$ cat config.mk
export PLATFORM = sky130hd
export DESIGN_NAME = bbq_op_scheduler_flat
export DESIGN_NICKNAME = d
export VERILOG_FILES = /design/src/rtl/bbq_pkg.sv /design/src/rtl/bbq_op_scheduler_if.sv /design/src/rtl/bbq_op_fifo.sv /design/src/rtl/bbq_op_scheduler.sv /design/src/flat_wrapper.sv
export SDC_FILE = /design/constraint.sdc
export NUM_CORES = 1
export LEC_CHECK = 0
export BUFFER_PORTS_ARGS = -buffer_cell sky130_fd_sc_hd__buf_2
export CAP_MARGIN = 30
export CORE_AREA = 2 2 203 205
export DETAILED_ROUTE_END_ITERATION = 8
export DIE_AREA = 0 0 205 207
export GPL_TIMING_DRIVEN = 0
export HOLD_SLACK_MARGIN = 0.15
export SLEW_MARGIN = 20
export SYNTH_ARGS = -nofsm -noshare
export SYNTH_HDL_FRONTEND = slang
export SYNTH_SLANG_ARGS = --single-unit
$ cat constraint.sdc
create_clock -name clk -period 6.2 [get_ports clk]
set_input_delay 0.93 -clock clk [delete_from_list [all_inputs] [get_ports clk]]
set_output_delay 0.93 -clock clk [all_outputs]
set_load 0.01 [all_outputs]
$ cat src/rtl/bbq_pkg.sv
// Shared types and width helpers for the bbq priority queue
// and its request scheduler.
package bbq_pkg;

    typedef enum logic [1:0] {
        HEAP_OP_ENQUE     = 2'd0,
        HEAP_OP_DEQUE_MIN = 2'd1,
        HEAP_OP_DEQUE_MAX = 2'd2
    } heap_op_t;

    typedef enum logic [1:0] {
        ST_INIT  = 2'd0,
        ST_RUN   = 2'd1,
        ST_FLUSH = 2'd2
    } sched_state_t;

    localparam int OP_W = $bits(heap_op_t);

    function automatic int prio_w(input int bw, input int nl);
        return $clog2(bw ** nl);
    endfunction

    function automatic int cnt_w(input int max_entries);
        return $clog2(max_entries);
    endfunction

    function automatic logic [31:0] sat_inc(input logic [31:0] v);
        return (v == 32'hFFFF_FFFF) ? v : v + 32'd1;
    endfunction

endpackage

$ cat src/rtl/bbq_op_scheduler_if.sv
// One heap request channel: valid/ready plus op, data, priority.
// The scheduler is slave on its input side and master toward bbq.
interface bbq_op_scheduler_if #(
    parameter int DW = 17,
    parameter int PW = 15
);
    import bbq_pkg::*;

    logic          valid;
    logic          ready;
    heap_op_t      op_type;
    logic [DW-1:0] he_data;
    logic [PW-1:0] he_priority;

    modport master (
        output valid, op_type, he_data, he_priority,
        input  ready
    );

    modport slave (
        input  valid, op_type, he_data, he_priority,
        output ready
    );

endinterface

$ cat src/rtl/bbq_op_fifo.sv
// Register-based synchronous request FIFO with push, pop, level
// and clear. Push while full and pop while empty are ignored.
module bbq_op_fifo #(
    parameter int W     = 34,
    parameter int DEPTH = 8,
    localparam int AW   = $clog2(DEPTH),
    localparam int LW   = AW + 1
) (
    input  logic          clk,
    input  logic          rst_n,
    input  logic          clear,
    input  logic          push,
    input  logic          pop,
    input  logic [W-1:0]  wdata,
    output logic [W-1:0]  rdata,
    output logic [LW-1:0] level
);

    localparam logic [LW-1:0] FULL = LW'(DEPTH);

    logic [W-1:0]  mem_q [DEPTH];
    logic [W-1:0]  mem_d [DEPTH];
    logic [AW-1:0] wr_q, wr_d;
    logic [AW-1:0] rd_q, rd_d;
    logic [LW-1:0] lvl_q, lvl_d;
    logic          push_ok, pop_ok;

    assign push_ok = push && (lvl_q != FULL);
    assign pop_ok  = pop && (lvl_q != '0);
    assign rdata   = mem_q[rd_q];
    assign level   = lvl_q;

    // Next pointers, level and storage contents.
    always_comb begin
        mem_d = mem_q;
        wr_d  = wr_q;
        rd_d  = rd_q;
        lvl_d = lvl_q;
        if (clear) begin
            wr_d  = '0;
            rd_d  = '0;
            lvl_d = '0;
        end else begin
            if (push_ok) begin
                mem_d[wr_q] = wdata;
                wr_d        = wr_q + 1'b1;
            end
            if (pop_ok) begin
                rd_d = rd_q + 1'b1;
            end
            if (push_ok && !pop_ok) begin
                lvl_d = lvl_q + 1'b1;
            end else if (pop_ok && !push_ok) begin
                lvl_d = lvl_q - 1'b1;
            end
        end
    end

    // Pointer and level registers; buffered entries die with reset.
    always_ff @(posedge clk or negedge rst_n) begin
        if (!rst_n) begin
            wr_q  <= '0;
            rd_q  <= '0;
            lvl_q <= '0;
        end else begin
            wr_q  <= wr_d;
            rd_q  <= rd_d;
            lvl_q <= lvl_d;
        end
    end

    // Storage needs no reset: the level gates what is visible.
    always_ff @(posedge clk) begin
        mem_q <= mem_d;
    end

endmodule

$ cat src/rtl/bbq_op_scheduler.sv
// Conditions enqueue/dequeue-min requests ahead of bbq: buffers,
// gates on bbq readiness and drops requests bbq cannot take.
module bbq_op_scheduler
    import bbq_pkg::*;
#(
    parameter int HEAP_BITMAP_WIDTH    = 32,
    parameter int NB_LEVELS            = 3,
    parameter int HEAP_ENTRY_DWIDTH    = 17,
    parameter int HEAP_MAX_NUM_ENTRIES = (1 << 17) - 1,
    parameter int FIFO_DEPTH           = 8,
    localparam int PRIO_W = prio_w(HEAP_BITMAP_WIDTH, NB_LEVELS),
    localparam int CNT_W  = cnt_w(HEAP_MAX_NUM_ENTRIES),
    localparam int LVL_W  = $clog2(FIFO_DEPTH) + 1
) (
    input  logic               clk,
    input  logic               rst_n,
    input  logic               flush,
    bbq_op_scheduler_if.slave  in_if,
    bbq_op_scheduler_if.master out_if,
    output logic [CNT_W-1:0]   occupancy,
    output logic [LVL_W-1:0]   fifo_level,
    output logic [31:0]        drop_empty_cnt,
    output logic [31:0]        drop_full_cnt,
    output logic [31:0]        drop_illegal_cnt
);

    localparam int EW = OP_W + HEAP_ENTRY_DWIDTH + PRIO_W;
    localparam logic [LVL_W-1:0] FULL = LVL_W'(FIFO_DEPTH);
    localparam logic [CNT_W-1:0] MAXC = CNT_W'(HEAP_MAX_NUM_ENTRIES);

    sched_state_t state_q, state_d;
    logic in_ready_q, in_ready_d;
    logic out_valid_q, out_valid_d;
    heap_op_t out_op_q, out_op_d;
    logic [HEAP_ENTRY_DWIDTH-1:0] out_data_q, out_data_d;
    logic [PRIO_W-1:0] out_prio_q, out_prio_d;
    logic [CNT_W-1:0] occ_q, occ_d;
    logic [31:0] de_q, de_d, df_q, df_d, di_q, di_d;

    logic push, pop;
    logic [EW-1:0] wdata, rdata;
    logic [LVL_W-1:0] lvl_nxt;
    heap_op_t head_op;
    logic [HEAP_ENTRY_DWIDTH-1:0] head_data;
    logic [PRIO_W-1:0] head_prio;
    logic is_enq, is_deq, occ_full, occ_zero;

    assign push      = in_if.valid && in_ready_q;
    assign wdata     = {in_if.op_type, in_if.he_data, in_if.he_priority};
    assign head_op   = heap_op_t'(rdata[EW-1 -: OP_W]);
    assign head_data = rdata[PRIO_W +: HEAP_ENTRY_DWIDTH];
    assign head_prio = rdata[PRIO_W-1:0];
    assign is_enq    = (head_op == HEAP_OP_ENQUE);
    assign is_deq    = (head_op == HEAP_OP_DEQUE_MIN);
    assign occ_full  = (occ_q == MAXC);
    assign occ_zero  = (occ_q == '0);

    bbq_op_fifo #(
        .W     (EW),
        .DEPTH (FIFO_DEPTH)
    ) u_fifo (
        .clk   (clk),
        .rst_n (rst_n),
        .clear (1'b0),
        .push  (push),
        .pop   (pop),
        .wdata (wdata),
        .rdata (rdata),
        .level (fifo_level)
    );

    // Next state, head classification, issue and drop counting.
    always_comb begin
        state_d     = state_q;
        out_valid_d = 1'b0;
        out_op_d    = out_op_q;
        out_data_d  = out_data_q;
        out_prio_d  = out_prio_q;
        occ_d       = occ_q;
        de_d        = de_q;
        df_d        = df_q;
        di_d        = di_q;
        pop         = 1'b0;
        unique case (state_q)
            ST_INIT: begin
                if (out_if.ready) state_d = ST_RUN;
            end
            ST_RUN: begin
                if (flush) begin
                    state_d = ST_FLUSH;
                end else if (out_if.ready && fifo_level != '0) begin
                    pop = 1'b1;
                    unique case (1'b1)
                        is_enq && !occ_full: begin
                            out_valid_d = 1'b1;
                            occ_d       = occ_q + 1'b1;
                        end
                        is_enq && occ_full: df_d = sat_inc(df_q);
                        is_deq && !occ_zero: begin
                            out_valid_d = 1'b1;
                            occ_d       = occ_q - 1'b1;
                        end
                        is_deq && occ_zero: de_d = sat_inc(de_q);
                        default: di_d = sat_inc(di_q);
                    endcase
                    if (out_valid_d) begin
                        out_op_d   = head_op;
                        out_data_d = head_data;
                        out_prio_d = head_prio;
                    end
                end
            end
            ST_FLUSH: begin
                if (fifo_level != '0) pop = 1'b1;
                else if (!flush) state_d = ST_RUN;
            end
            default: state_d = ST_INIT;
        endcase
        lvl_nxt = fifo_level;
        if (push && !pop) lvl_nxt = fifo_level + 1'b1;
        if (pop && !push) lvl_nxt = fifo_level - 1'b1;
        in_ready_d = (state_d != ST_FLUSH) && (lvl_nxt != FULL);
    end

    // FSM and all registered outputs.
    always_ff @(posedge clk or negedge rst_n) begin
        if (!rst_n) begin
            state_q     <= ST_INIT;
            in_ready_q  <= 1'b0;
            out_valid_q <= 1'b0;
            out_op_q    <= HEAP_OP_ENQUE;
            out_data_q  <= '0;
            out_prio_q  <= '0;
            occ_q       <= '0;
            de_q        <= '0;
            df_q        <= '0;
            di_q        <= '0;
        end else begin
            state_q     <= state_d;
            in_ready_q  <= in_ready_d;
            out_valid_q <= out_valid_d;
            out_op_q    <= out_op_d;
            out_data_q  <= out_data_d;
            out_prio_q  <= out_prio_d;
            occ_q       <= occ_d;
            de_q        <= de_d;
            df_q        <= df_d;
            di_q        <= di_d;
        end
    end

    assign in_if.ready        = in_ready_q;
    assign out_if.valid       = out_valid_q;
    assign out_if.op_type     = out_op_q;
    assign out_if.he_data     = out_data_q;
    assign out_if.he_priority = out_prio_q;
    assign occupancy          = occ_q;
    assign drop_empty_cnt     = de_q;
    assign drop_full_cnt      = df_q;
    assign drop_illegal_cnt   = di_q;

endmodule
$ cat src/flat_wrapper.sv
// flat-port wrapper written by rule: the top's interface ports become plain ports
module bbq_op_scheduler_flat import bbq_pkg::*;
#(
    parameter int HEAP_BITMAP_WIDTH    = 32,
    parameter int NB_LEVELS            = 3,
    parameter int HEAP_ENTRY_DWIDTH    = 17,
    parameter int HEAP_MAX_NUM_ENTRIES = (1 << 17) - 1,
    parameter int FIFO_DEPTH           = 8,
    localparam int PRIO_W = prio_w(HEAP_BITMAP_WIDTH, NB_LEVELS),
    localparam int CNT_W  = cnt_w(HEAP_MAX_NUM_ENTRIES),
    localparam int LVL_W  = $clog2(FIFO_DEPTH) + 1
)
  (clk, rst_n, flush, occupancy, fifo_level, drop_empty_cnt, drop_full_cnt, drop_illegal_cnt, in_if_valid, in_if_op_type, in_if_he_data, in_if_he_priority, in_if_ready, out_if_valid, out_if_op_type, out_if_he_data, out_if_he_priority, out_if_ready);
  bbq_op_scheduler_if in_if_i ();
  bbq_op_scheduler_if out_if_i ();
  input  logic clk;
  input  logic rst_n;
  input  logic flush;
  output logic [CNT_W-1:0] occupancy;
  output logic [LVL_W-1:0] fifo_level;
  output logic [31:0] drop_empty_cnt;
  output logic [31:0] drop_full_cnt;
  output logic [31:0] drop_illegal_cnt;
  input wire logic [$bits(in_if_i.valid)-1:0] in_if_valid;
  input wire logic [$bits(in_if_i.op_type)-1:0] in_if_op_type;
  input wire logic [$bits(in_if_i.he_data)-1:0] in_if_he_data;
  input wire logic [$bits(in_if_i.he_priority)-1:0] in_if_he_priority;
  output wire logic [$bits(in_if_i.ready)-1:0] in_if_ready;
  output wire logic [$bits(out_if_i.valid)-1:0] out_if_valid;
  output wire logic [$bits(out_if_i.op_type)-1:0] out_if_op_type;
  output wire logic [$bits(out_if_i.he_data)-1:0] out_if_he_data;
  output wire logic [$bits(out_if_i.he_priority)-1:0] out_if_he_priority;
  input wire logic [$bits(out_if_i.ready)-1:0] out_if_ready;
  assign in_if_i.valid = in_if_valid;
  assign in_if_i.op_type = in_if_op_type;
  assign in_if_i.he_data = in_if_he_data;
  assign in_if_i.he_priority = in_if_he_priority;
  assign in_if_ready = in_if_i.ready;
  assign out_if_valid = out_if_i.valid;
  assign out_if_op_type = out_if_i.op_type;
  assign out_if_he_data = out_if_i.he_data;
  assign out_if_he_priority = out_if_i.he_priority;
  assign out_if_i.ready = out_if_ready;
  bbq_op_scheduler #(.HEAP_BITMAP_WIDTH(HEAP_BITMAP_WIDTH), .NB_LEVELS(NB_LEVELS), .HEAP_ENTRY_DWIDTH(HEAP_ENTRY_DWIDTH), .HEAP_MAX_NUM_ENTRIES(HEAP_MAX_NUM_ENTRIES), .FIFO_DEPTH(FIFO_DEPTH)) u_core (.clk(clk), .rst_n(rst_n), .flush(flush), .in_if(in_if_i), .out_if(out_if_i), .occupancy(occupancy), .fifo_level(fifo_level), .drop_empty_cnt(drop_empty_cnt), .drop_full_cnt(drop_full_cnt), .drop_illegal_cnt(drop_illegal_cnt));
endmodule
# After elaboration in Yosys (flattened, before gate mapping)
# Index checks and enable logic that the tools add are counted.
op_classes:
  eq_ne: 10
  n_reduce_logical: 33
  addsub: 9
  muxes: 27
  bitwise: 7
  magnitude_cmp: 3
ops:
  columns: ["operator", "n"]
  rows:
  - ["272-bit bitwise mux", 1]
  - ["34-bit binary-select mux with 3-bit select", 1]
  - ["34-bit demux with 3-bit select", 1]
  - ["34-bit 2-to-1 mux", 3]
  - ["32-bit by 1-bit adder with 32-bit output (second input constant)", 3]
  - ["32-bit == test (second input constant)", 3]
  - ["17-bit case mux with 2 select lines", 1]
  - ["17-bit by 1-bit adder with 17-bit output (second input constant)", 1]
  - ["17-bit == test (second input constant)", 1]
  - ["17-bit zero test", 1]
  - ["17-bit by 1-bit subtractor with 17-bit output (second input constant)", 1]
  - ["4-bit 2-to-1 mux", 4]
  - ["5-bit AND reduction", 3]
  - ["1-bit logical AND", 14]
  - ["1-bit 2-to-1 mux", 10]
  - ["4-bit greater-or-equal comparator (second input constant)", 2]
  - ["2-bit 2-to-1 mux", 4]
  - ["4-bit != test (second input constant)", 2]
  - ["3-bit inverter with 4-bit output", 2]
  - ["4-bit AND reduction", 2]
  - ["3-bit by 1-bit adder with 3-bit output (second input constant)", 2]
  - ["1-bit zero test", 6]
  - ["2-bit case mux with 3 select lines", 1]
  - ["1-bit inverter", 5]
  - ["other kinds (12)", 15]
totals:
  in_bits: 39
  wordCells: 110
  output_inout_bits: 153
  regBits: 433

# Logic depth before layout (Yosys ltp)
depth:
  word_depth: 14
  mapped_depth: 14

# Cells and area by module
# Synthesis repeated with hierarchy kept, for this count alone.
hier_totals:
  hier_cells: 1248
  hier_area_um2: 18497.7
modules_own_cells:
  columns: ["module", "instances", "cells_each", "area_per_inst_um2", "seq_area_each_um2"]
  rows:
  - ["bbq_op_fifo", 1, 475, 10963.0, 8418.1]
  - ["bbq_op_scheduler", 1, 773, 7534.7, 3778.6]

# Worst setup path after synthesis
# Ideal clock, no wire load.
synth_timing:
  kind: "reg-to-reg"
  from: "reg u_core.u_fifo.lvl_q[0], in the netlist u_core.u_fifo.level[0]"
  to: "reg u_core.u_fifo.mem_q[102] (netlist bit), enable pin"
  n_path_buf: 1
  setup_slack_ps: 771
  arrival_ps: 4906
  path_stages_with_launch: 7
  required_time_ps: 5677
  path_cell_list: "dfrtp_1 > clkbuf_1 > inv_1 > ha_1 > nor2b_1 > a21o_1 > nor4b_1"
synth_via:
  elab_chain_len: 2
synth_lines:
  columns: ["item", "line", "text"]
  rows:
  - ["start, declared", "bbq_op_fifo.sv:25", "logic [LW-1:0] lvl_q, lvl_d;"]
  - ["start signal, assigned", "bbq_op_fifo.sv:68", "lvl_q <= lvl_d;"]
  - ["4-bit != test", "bbq_op_fifo.sv:28", "assign push_ok = push && (lvl_q != FULL);"]
  - ["1-bit logical AND", "bbq_op_fifo.sv:28", null]
  - ["end signal, assigned", "bbq_op_fifo.sv:74", "mem_q <= mem_d;"]
  - ["end, declared", "bbq_op_fifo.sv:21", "logic [W-1:0] mem_q [DEPTH];"]
# No other way between the ends.
# A chain may end at the register's enable or synchronous reset.

# Worst setup path after layout
layout_timing:
  from: "reg u_core.u_fifo.rd_q[1]"
  to: "reg u_core.occ_q[13], in the netlist u_core.occupancy[13]"
layout_via:
  elab_chain_len: 8
  word_cells_on_any_way: 11
  classes_between: "eq/ne (1); mux (4); bitwise (1); reduce/logical (5)"
layout_lines:
  columns: ["item", "line", "text"]
  rows:
  - ["start, declared", "bbq_op_fifo.sv:24", "logic [AW-1:0] rd_q, rd_d;"]
  - ["start signal, assigned", "bbq_op_fifo.sv:67", "rd_q <= rd_d;"]
  - ["3-bit inverter with 4-bit output (implied by the code) (*)", "bbq_op_fifo.sv:30", "assign rdata = mem_q[rd_q];"]
  - ["34-bit binary-select mux with 3-bit select (*)", "bbq_op_fifo.sv:30", null]
  - ["34-bit 2-to-1 mux (implied by the code) (*) (2 in a row)", "bbq_op_fifo.sv:30", null]
  - ["2-bit by 1-bit == test with 1-bit output / 2-bit zero test (equally long branches)", "bbq_op_scheduler.sv:54, bbq_op_scheduler.sv:53", null]
  - ["1-bit logical AND (on tied branches)", "bbq_op_scheduler.sv:99, bbq_op_scheduler.sv:94", null]
  - ["2-bit nonzero test (no line)", null, null]
  - ["4-bit AND reduction (no line)", null, null]
  - ["end signal, assigned", "bbq_op_scheduler.sv:134", "occ_q <= '0;"]
  - ["end signal, assigned", "bbq_op_scheduler.sv:145", "occ_q <= occ_d;"]
  - ["end, declared", "bbq_op_scheduler.sv:37", "logic [CNT_W-1:0] occ_q, occ_d;"]
# Mark *: on every way between the ends. The rest lies on a longest branch, timed or not. The select of a mux whose other input is x is not followed.

==> results.yml <==
power_and_ir_drop:
  power.density_nw_per_um2: 435
  power_frac_comb_pct: 29.6
  irDropWorstVdd_mv: 0.283
  power.internal_mw: 6.49
  seq_power_share_pct: 39.6
  p_total_mw: 9.45
  switching_share_pct: 31.4
  switchingPower_mw: 2.96
  p_clk_share_pct: 30.8
  leakage_nw: 8.84
clock_network:
  clock_sinks: 433
  cts_tree: "yes"
  clock_latency_ns: 0.61
  cts_buffer_depth: 3
  numCtsBuffers: 47
  cts_resized: 0
  root_buffer: "clkbuf_16"
  cts_setup_buffers: 0
  ctsHoldBuffers: 1
  clk_pin_slew_ns: 0.06
  h-tree-depth: 2
finish:
  final_area_um2: 21700
  drive_gt1_share_pct: 27.9
  final_nets: 1513
  area_growth_pct: 20.9
  fill_cells: 3374
  final_cells: 2019
  finalCoreUtilization_pct: 53.9
drt:
  routedWlPerCell_um: 20.3
  drc_errors: 0
  dr_total_vias: 10700
  ant_nets: 0
  wl_um: 41000
  detailedRoute.firstPassIterationCount: 4
  drtIter0Drc: 706
  avgViaCountPerCell: 5.31
yosys:
  synthCells: 1157
  synth_seq_area_share_pct: 67.8
  synth_edf_count: 272
  synth_top_flop_cell: "edfxtp_1"
  synth.distinct_cells: 58
  synthArstFlopShare_pct: 37.2
  avgSynthCellArea_um2: 15.6
  syn_nets: 1224
  synth-seq-cells: 433
  syn_area_um2: 18000
  synth_warnings: 0
critical_path:
  regToRegStartpoint: "u_core.u_fifo.rd_q[1]$_DFFE_PN0P_"
  cp-end-kind: "register"
  worstSetupPathType: "reg -> reg"
  crit_path_cell_trace: "buf_6, mux4_2, mux2_2, or3_1, clkbuf_1, inv_1, ha_1, a211o_1, a21oi_1, o21ai_0, a221o_1, o31ai_1, xor2_1, o21ai_0"
  startpoint_type: "register"
  cp_common_cell: "o21ai_0"
  cp_num_buf_inv: 3
  cp_slowest_cell: "mux4_2"
  rr_endpoint: "u_core.occupancy[13]$_DFFE_PN0P_"
  max_stage_delay_ns: 0.49
  r2r_slack_ns: 1.64
  reg2reg_depth: 14
  arrival_ns: 5.00
  required_ns: 6.64
  cpLargestDelayFamily: "compound AO/OA/AOI/OAI gates"
  crit_fanout: 15
floorplanning:
  die_w_um: 205
  initial_core_util_pct: 44.6
  die-area_um2: 42400
  boundaryPins: 192
  die_h_um: 207
  core_um2: 40400
  placement_rows: 74
sta:
  tightestPinTransition_ns: 0.952
  clock_skew_ns: 0.0346
  slew_headroom_pct: 36.5
  max_freq_ghz: 0.219
  min_period_ns: 4.56
  whs_ns: 0.474
  setup_ws_ns: 1.64
  setup_violations: 0
  period_share_pct: 73.6
  fin_tns_setup_ns: 0
  rsz0062_at_grt: "no"
  drv_slew: 0
  hold_viol_final: 0
hold_path:
  hold_path.startpoint: "u_core.out_if.he_data[5]$_DFFE_PN0P_"
  hold_path_depth: 2
  hp-class: "reg -> reg"
  min_to: "u_core.out_if.he_data[5]$_DFFE_PN0P_"
place:
  place.gp.congestion: 0.797
  port_buffers: 191
  place_inst: 1927
  placed_area_um2: 20100
  dpl.hpwl_um: 28200
  post-place-ws_ns: 1.68
grt:
  grt.overflow.total: 0
  grt_pass1_vias: 10800
  antenna_found_initial: 4
  grt_first_pass_wirelength_um: 63600
  grtUsageTotal_pct: 19.6
  grt_max_degree: 86
run:
  cap_violations: 0
run_status:
  status: "completed"
layout by cell type (no fill, tap or decap), types with 21 or more instances in the layout:
cell	n
and3_1	21
buf_2	207
buf_4	30
clkbuf_1	37
clkbuf_16	47
dfrtp_1	161
edfxtp_1	272
ha_1	27
mux2i_1	34
mux4_2	68
nand2_1	107
nand3_1	51
nand4_1	30
nor2_1	30
o21ai_0	54
xnor2_1	78
xor2_1	36
how the worst max path moves through the flow:
stage | cells past startpoint | from | slack [ns] | endpoint
after CTS | 14 | u_core.u_fifo.rd_q[1]$_DFFE_PN0P_ | 1.65 | u_core.occupancy[13]$_DFFE_PN0P_
after detailed placement | 14 | u_core.u_fifo.rd_q[1]$_DFFE_PN0P_ | 1.68 | u_core.occupancy[13]$_DFFE_PN0P_
after floorplan | 6 | u_core.u_fifo.level[0]$_DFFE_PN0P_ | 0.77 | u_core.u_fifo.mem_q[102]$_DFFE_PP_
after global placement | 6 | u_core.u_fifo.level[0]$_DFFE_PN0P_ | -3.25 | u_core.u_fifo.mem_q[105]$_DFFE_PP_
final | 14 | u_core.u_fifo.rd_q[1]$_DFFE_PN0P_ | 1.64 | u_core.occupancy[13]$_DFFE_PN0P_
after global routing | 14 | u_core.u_fifo.rd_q[1]$_DFFE_PN0P_ | 1.34 | u_core.occupancy[13]$_DFFE_PN0P_
tightest hold or removal path, cell delays in order, from the launching register on:
cell     delay [ns]
dfrtp_1        0.33
nand2_1        0.04
o21ai_0        0.06
cell type report:
class,instances,area [µm²],share of cell area (%)
Antenna cell,2,5.00,0.0230
Buffer,39,178,0.817
Clock buffer,63,1300,5.96
Clock inverter,25,332,1.52
Inverter,16,60.1,0.276
Multi-Input combinational cell,669,5600,25.8
Sequential cell,433,12200,56.1
Tap cell,532,666,3.06
Timing Repair Buffer,240,1410,6.49
flip-flops by register name, indices dropped and copies added, names as in the netlist:
register / cells
u_core.out_if.op_type: 2
u_core.state_q: 2
u_core.u_fifo.rd_q: 3
u_core.u_fifo.wr_q: 3
u_core.in_if.ready: 1
u_core.u_fifo.mem_q: 272
u_core.u_fifo.level: 4
u_core.out_if.valid: 1
u_core.out_if.he_data: 17
u_core.out_if.he_priority: 15
u_core.drop_empty_cnt: 32
u_core.occupancy: 17
u_core.drop_full_cnt: 32
u_core.drop_illegal_cnt: 32
layer usage:
layer  up-vias  track usage (%)  wire [µm]
met5         -                0         34
met4         6             6.05        877
met3        60             4.15       2370
met2       250             31.4      19700
met1      5405             26.9      18100
li1       4992                -          -
Yosys cell counts (12+ instances only):
cell type,count,area share (%)
nor4_1,13,0.45
o21ai_0,54,1.5
and3_1,21,0.73
ha_1,27,1.9
nand3_1,51,1.4
and4_1,12,0.58
inv_1,15,0.31
mux2i_1,34,1.9
clkbuf_1,27,0.56
xnor2_1,78,3.8
dfrtp_1,161,22
mux4_2,68,8.5
edfxtp_1,272,45
nand2_1,107,2.2
a21oi_1,15,0.42
xor2_1,36,1.8
nand4_1,30,1.0
nor2_1,31,0.65
logic make-up (layout without fill, tap and decap cells):
| family | after synthesis | count (layout) | synth area share [%] |
|---|---|---|---|
| muxes | 107 | 107 | 10.7 |
| buffers and inverters | 55 | 383 | 1.32 |
| DFF | 433 | 433 | 67.8 |
| and+or+nand+nor | 315 | 315 | 9.19 |
| AOI/OAI and AO/OA | 105 | 105 | 3.45 |
| adders and majority gates | 28 | 28 | 1.99 |
| other | 0 | 2 | 0 |
| xor gates and xnor gates | 114 | 114 | 5.55 |
power groups by stage:
stage	Combinational [mW]	Sequential [mW]	Clock, mW
after floorplan	1.81	3.85	0
after global placement	2.68	3.83	0
after detailed placement	2.84	3.80	0
after CTS	2.85	3.75	2.98
after global routing	3.07	3.79	3.08
final	2.80	3.74	2.91
No activity file was read; power rests on OpenSTA's default activity.
